File: config.mk
export PLATFORM = sky130hd
export DESIGN_NAME = accum_ctrl
export DESIGN_NICKNAME = d
export VERILOG_FILES = /design/src/rtl/accum_ctrl.sv
export SDC_FILE = /design/constraint.sdc
export NUM_CORES = 1
export LEC_CHECK = 0
export CORE_ASPECT_RATIO = 0.5
export CORE_MARGIN = 3
export CORE_UTILIZATION = 49
export CTS_BUF_LIST = sky130_fd_sc_hd__clkbuf_4 sky130_fd_sc_hd__clkbuf_8 sky130_fd_sc_hd__clkbuf_16
export CTS_CLUSTER_SIZE = 8
export DETAILED_ROUTE_END_ITERATION = 10
export PLACE_DENSITY = 0.72
export SLEW_MARGIN = 20
export SYNTH_ARGS = -nofsm -noshare
export SYNTH_HDL_FRONTEND = slang
export SYNTH_SLANG_ARGS = --single-unit
File: constraint.sdc
create_clock -name CLOCK_50 -period 2.1 [get_ports CLOCK_50]
set_input_delay 0.42 -clock CLOCK_50 [delete_from_list [all_inputs] [get_ports CLOCK_50]]
set_output_delay 0.42 -clock CLOCK_50 [all_outputs]
set_load 0.02 [all_outputs]
File: src/rtl/accum_ctrl.sv
// accum_ctrl: sequencing controller for the board-level accumulator datapath.
//
// Turns raw active-low pushbuttons into one-cycle add/clear commands, runs a
// free-running auto-add mode paced by a tick divider, and predicts overflow from
// the accumulator feedback before each add (optionally suppressing that add).
//
// Ports:
//   CLOCK_50    in   1      single clock
//   reset       in   1      synchronous, active-high
//   key_add_n   in   1      raw pushbutton, active-low: add operand
//   key_clr_n   in   1      raw pushbutton, active-low: clear accumulator
//   mode_auto   in   1      level: 0 manual, 1 auto-add (asynchronous)
//   sw_operand  in   OP_W   operand switches (asynchronous)
//   acc_sum     in   ACC_W  current accumulator value (feedback)
//   acc_en      out  1      1-cycle pulse: accumulator adds acc_operand
//   acc_clr     out  1      1-cycle pulse: accumulator clears to 0
//   acc_operand out  OP_W   registered operand, valid while acc_en is high
//   op_count    out  CNT_W  count of issued adds, wraps modulo 2^CNT_W
//   ovf_flag    out  1      sticky overflow indicator
//   busy        out  1      high whenever the FSM is not idle
//
// Build option: define ACCUM_CTRL_DEBOUNCE_EN to insert a DB_CYCLES stable-time
// debouncer on both synchronized keys. Left undefined, press events come
// straight from the synchronizers and DB_CYCLES is unused.

`timescale 1ns/1ps

module accum_ctrl #(
    parameter int unsigned OP_W      = 8,
    parameter int unsigned ACC_W     = 10,
    parameter int unsigned CNT_W     = 8,
    parameter int unsigned TICK_DIV  = 50000000,
    parameter int unsigned SATURATE  = 0,
    parameter int unsigned DB_CYCLES = 500000
) (
    input  logic             CLOCK_50,
    input  logic             reset,
    input  logic             key_add_n,
    input  logic             key_clr_n,
    input  logic             mode_auto,
    input  logic [OP_W-1:0]  sw_operand,
    input  logic [ACC_W-1:0] acc_sum,
    output logic             acc_en,
    output logic             acc_clr,
    output logic [OP_W-1:0]  acc_operand,
    output logic [CNT_W-1:0] op_count,
    output logic             ovf_flag,
    output logic             busy
);

    localparam int unsigned TickW = (TICK_DIV > 2) ? $clog2(TICK_DIV) : 1;
    localparam logic [TickW-1:0] TickReload = TickW'(TICK_DIV - 1);

    typedef enum logic [1:0] {StIdle, StIssue, StAuto, StClear} state_e;

    // ------------------------------------------------------------------
    // Input synchronizers. Bit 0 = add key, bit 1 = clear key.
    // ------------------------------------------------------------------
    logic [1:0]      key_s1_q, key_s2_q;
    logic            mode_s1_q, mode_s2_q;
    logic [OP_W-1:0] op_s1_q, op_s2_q;

    always_ff @(posedge CLOCK_50) begin
        if (reset) begin
            key_s1_q  <= 2'b11;
            key_s2_q  <= 2'b11;
            mode_s1_q <= 1'b0;
            mode_s2_q <= 1'b0;
            op_s1_q   <= '0;
            op_s2_q   <= '0;
        end else begin
            key_s1_q  <= {key_clr_n, key_add_n};
            key_s2_q  <= key_s1_q;
            mode_s1_q <= mode_auto;
            mode_s2_q <= mode_s1_q;
            op_s1_q   <= sw_operand;
            op_s2_q   <= op_s1_q;
        end
    end

    // ------------------------------------------------------------------
    // Key level feeding the edge detector (optionally debounced).
    // ------------------------------------------------------------------
    logic [1:0] key_lvl;

`ifdef ACCUM_CTRL_DEBOUNCE_EN
    localparam int unsigned DbW = (DB_CYCLES > 1) ? $clog2(DB_CYCLES) : 1;

    logic [1:0]     db_q;
    logic [DbW-1:0] db_cnt_q [2];

    // The debounced level follows the synchronized key only after the key has
    // disagreed with it for DB_CYCLES consecutive cycles.
    always_ff @(posedge CLOCK_50) begin
        if (reset) begin
            db_q        <= 2'b11;
            db_cnt_q[0] <= '0;
            db_cnt_q[1] <= '0;
        end else begin
            for (int i = 0; i < 2; i++) begin
                if (key_s2_q[i] == db_q[i]) begin
                    db_cnt_q[i] <= '0;
                end else if (db_cnt_q[i] == DbW'(DB_CYCLES - 1)) begin
                    db_q[i]     <= key_s2_q[i];
                    db_cnt_q[i] <= '0;
                end else begin
                    db_cnt_q[i] <= db_cnt_q[i] + 1'b1;
                end
            end
        end
    end

    assign key_lvl = db_q;
`else
    // Keeps the parameter referenced when the debouncer is not built.
    logic unused_db_cycles;
    assign unused_db_cycles = ^DB_CYCLES;
    assign key_lvl = key_s2_q;
`endif

    // ------------------------------------------------------------------
    // Press events: registered 1->0 transition of the key level.
    // ------------------------------------------------------------------
    logic [1:0] lvl_prev_q;
    logic       add_ev_q, clr_ev_q;

    always_ff @(posedge CLOCK_50) begin
        if (reset) begin
            lvl_prev_q <= 2'b11;
            add_ev_q   <= 1'b0;
            clr_ev_q   <= 1'b0;
        end else begin
            lvl_prev_q <= key_lvl;
            add_ev_q   <= lvl_prev_q[0] & ~key_lvl[0];
            clr_ev_q   <= lvl_prev_q[1] & ~key_lvl[1];
        end
    end

    // ------------------------------------------------------------------
    // Overflow prediction on the operand about to be issued.
    // ------------------------------------------------------------------
    logic [ACC_W:0] sum_pred;
    logic           ovf_pred;
    logic           issue_en;

    assign sum_pred = {1'b0, acc_sum} + (ACC_W + 1)'(op_s2_q);
    assign ovf_pred = sum_pred[ACC_W];
    assign issue_en = !((SATURATE != 0) && ovf_pred);

    // ------------------------------------------------------------------
    // Control FSM with registered outputs. acc_en/acc_clr and the status
    // registers are updated on the transition into ISSUE/CLEAR so that the
    // pulses coincide with the cycle spent in those states.
    // ------------------------------------------------------------------
    state_e           state_q;
    logic [TickW-1:0] tick_q;
    logic             clr_pend_q;
    logic             acc_en_q, acc_clr_q, ovf_q;
    logic [OP_W-1:0]  acc_operand_q;
    logic [CNT_W-1:0] op_count_q;
    logic             clr_req;

    // A clear that arrived while in ISSUE is served from the next IDLE/AUTO cycle.
    assign clr_req = clr_ev_q | clr_pend_q;

    always_ff @(posedge CLOCK_50) begin
        if (reset) begin
            state_q       <= StIdle;
            tick_q        <= TickReload;
            clr_pend_q    <= 1'b0;
            acc_en_q      <= 1'b0;
            acc_clr_q     <= 1'b0;
            ovf_q         <= 1'b0;
            acc_operand_q <= '0;
            op_count_q    <= '0;
        end else begin
            acc_en_q  <= 1'b0;
            acc_clr_q <= 1'b0;
            unique case (state_q)
                StIdle, StAuto: begin
                    if (clr_req) begin
                        state_q    <= StClear;
                        acc_clr_q  <= 1'b1;
                        op_count_q <= '0;
                        ovf_q      <= 1'b0;
                        clr_pend_q <= 1'b0;
                    end else if ((state_q == StIdle) && !(add_ev_q && !mode_s2_q)) begin
                        if (mode_s2_q) begin
                            state_q <= StAuto;
                            tick_q  <= TickReload;
                        end
                    end else if ((state_q == StAuto) && !mode_s2_q) begin
                        state_q <= StIdle;
                    end else if ((state_q == StAuto) && (tick_q != '0)) begin
                        tick_q <= tick_q - 1'b1;
                    end else begin
                        // Manual add from IDLE, or tick expiry in AUTO.
                        state_q       <= StIssue;
                        tick_q        <= TickReload;
                        acc_operand_q <= op_s2_q;
                        acc_en_q      <= issue_en;
                        if (issue_en) begin
                            op_count_q <= op_count_q + 1'b1;
                        end
                        if (ovf_pred) begin
                            ovf_q <= 1'b1;
                        end
                    end
                end
                StIssue: begin
                    if (clr_ev_q) begin
                        clr_pend_q <= 1'b1;
                    end
                    state_q <= mode_s2_q ? StAuto : StIdle;
                end
                StClear: begin
                    state_q <= StIdle;
                end
                default: begin
                    state_q <= StIdle;
                end
            endcase
        end
    end

    assign acc_en      = acc_en_q;
    assign acc_clr     = acc_clr_q;
    assign acc_operand = acc_operand_q;
    assign op_count    = op_count_q;
    assign ovf_flag    = ovf_q;
    assign busy        = (state_q != StIdle);

endmodule

==> reports/results.tsv <==
stage	metric	value	unit
run_status	status	complete, no violations	
global_routing	first-pass GRT wire length	11.5	mm
setup_path	CP cell instances	nor4_1 > and4b_2 > a211oi_4 > buf_12 > or4_1 > nand2_1	
layout	nets@finish	424	
power	pwr dens	762	mW/mm2
floorplanning	Die ar.	0.00746	mm2
sta	Hold Vio Cnt, Final	0	
place	total placed cells including tap cells	465	
clock_tree	TritonCTS clock tree	yes	
power	Power Total	3.06	mW
min_path	Hold/Removal Path Class	flip-flop to flip-flop	
floorplanning	Die X	119	um
clock_tree	CTS clk-pin slew, worst paths	0.05	ns
sta	setup repair after global routing missed its margin	false	
yosys	Post-synth EDFFs	0	
clock_tree	Post-CTS Setup Inserts	0	
clock_tree	# hold bufs at CTS	0	
sta	Period minus WS final	1.93	ns
yosys	syn_nets	369	
yosys	Unique masters post-synth	43	
layout	Reg area	0.00148	mm2
yosys	Ys Warns	0	
sta	worst slew pin tran	0.618	ns
sta	Final Cycle Share	92.0	%
sta	Final setup viols	0	
drt	first drt pass iteration count	4	
setup_path	Critical Path Start Type	flip-flop	
drt	total wire length	6.71	mm
drt	via count	2620	
layout	multi-input logic area	0.00154	mm2
layout	commonest non-fill, non-tap cells in the layout	dfxtp_1, clkdlybuf4s50_1, nand2_1, nor2_1, buf_4	
setup_path	Setup Crit Path Kind	flip-flop to flip-flop	
global_routing	largest net degree at the start of global routing	26	
global_routing	Total GRT Usage	19.3	%
yosys	Post-Syn Area	0.00314	mm2
sta	Slew Viols, Final	0	
clock_tree	post_cts resized	0	
floorplanning	num ports	43	
layout	Util after Layout	69.0	%
yosys	Synth async-reset ratio	0	%
clock_tree	Max Root-Sink Buffers	2	
setup_path	WP buf/inv	1	
clock_tree	worst skew pair latency	0.33	ns
drt	antenna-violating nets left	0	
floorplanning	Starting Density	53.9	%
place	hpwl dp	4.81	mm
sta	setup_tns	0	ns
drt	WL per Instance	14.0	um
setup_path	cell family with most CP delay	simple AND/OR/NAND/NOR gates	
clock_tree	CTS root buf	clkbuf_16	
yosys	Synth Area per Inst	9.32	um2
setup_path	crit path max fanout	25	
global_routing	GRT overflow	0	
floorplanning	Die Y	62.6	um
drt	drt via density	5.46	
yosys	Synth Register Bits	74	
job	max cap viols	0	
layout	# fillers	468	
layout	P&R area growth vs syn	27.9	%
sta	Setup Skew	0.00355	ns
setup_path	critical path required time	2.37	ns
yosys	Syn Inst Count	337	
power	Worst VDD drop	530	uV
yosys	sequential fraction of the synthesis area	47.2	%
setup_path	slowest cell on the critical path	or4_1	
drt	Initial DRC Count	148	
place	GPL Wtd Cong	0.872	
layout	commonest non-fill, non-tap cell in the layout	dfxtp_1	
global_routing	initial antenna violation count	0	
global_routing	vias in the first global route	2541	
floorplanning	Core Region	0.00582	mm2
clock_tree	CTS buffer count	9	
floorplanning	Site Rows	19	
clock_tree	CTS Sinks	74	
power	P_leak	1.49	nW
clock_tree	maximum level of the CTS H-tree	3	
layout	layout cell share with drive strength beyond 1	14.6	%
setup_path	crit path DAT	2.20	ns
place	I/O Buffers	42	
setup_path	max incr delay on CP	0.49	ns
sta	f_max	518	MHz
layout	Ant. Diodes	0	
setup_path	CP Capture Type	flip-flop	
yosys	dominant synthesized flop cell	dfxtp_1	
drt	Remaining DRCs	0	
layout	Non-Filler Instances	480	
sta	worst relative slew slack	58.6	%
[power by group]
group	switching, mW	internal (mW)	total (mW)
Sequential	0.0178	1.44	1.45
Combinational	0.106	0.107	0.213
Clock	0.531	0.864	1.40
Total	0.655	2.41	3.06
[final timing paths]
check                                 start           to  slack [ns]  depth (start not counted)
worst max-delay path             tick_q[19]  op_count[7]        0.17                          6
worst max register to register   tick_q[19]  op_count[7]        0.17                          6
worst min-delay path            key_s1_q[1]   key_lvl[1]        0.41                          1
worst min register to register  key_s1_q[1]   key_lvl[1]        0.41                          1
[layer usage]
metal	wire length [um]	vias up	track usage [%]
met1	3140	1226	23.0
li1	-	1324	-
met2	3100	59	31.6
met3	356	11	6.69
met5	0	-	0
met4	106	0	8.23
[kinds of logic (layout without fill, tap and decap cells)]
group | Yosys count | after routing | synth area share, %
XOR/XNOR | 20 | 20 | 5.58
adder cells (fa/ha/maj) | 9 | 9 | 3.59
AND/OR/NAND/NOR | 147 | 147 | 26.1
flip-flops | 74 | 74 | 47.2
AO/OA/AOI/OAI | 62 | 62 | 13.5
buffers and inverters | 25 | 84 | 4.02
[state kept, by name, indices dropped and copies added (netlist names), 8 cells and up]
signal and flops:
op_count 8, tick_q 26, op_s2_q 8, op_s1_q 8, acc_operand 8
[layout make-up]
cell class                      instances  area share (%)
Timing Repair Buffer                   63            14.8
Clock inverter                          2           0.343
Multi-Input combinational cell        238            38.3
Clock buffer                           13            6.51
Tap cell                               84            2.62
Inverter                                6           0.561
Sequential cell                        74            36.9
[synth_stat cells (all sizes together) (9+ instances only)]
cell type / n / share of area (%)
a21oi: 19 / 3.0
buf: 9 / 2.1
xnor2: 18 / 5.0
o21ai: 10 / 1.6
nor3: 12 / 1.9
nand4: 16 / 3.2
nand2: 30 / 3.6
nor2b: 19 / 3.8
nor4: 12 / 3.0
ha: 9 / 3.6
dfxtp: 74 / 47
o31ai: 9 / 2.2
clkbuf: 10 / 1.2
or2: 11 / 2.2
nor2: 20 / 2.4
[stage by stage]
step                hold slack [ns]  cell area, um2  worst slack [ns]
finish                        0.406            4020             0.168
floorplan                     0.389            3140             0.149
CTS                           0.408            4010            0.0285
detailed placement            0.395            3730            0.0569
global placement              0.391            3730             0.100
global route                  0.422            4020            0.0127
Note: power is estimated with default switching activity, not from simulation.
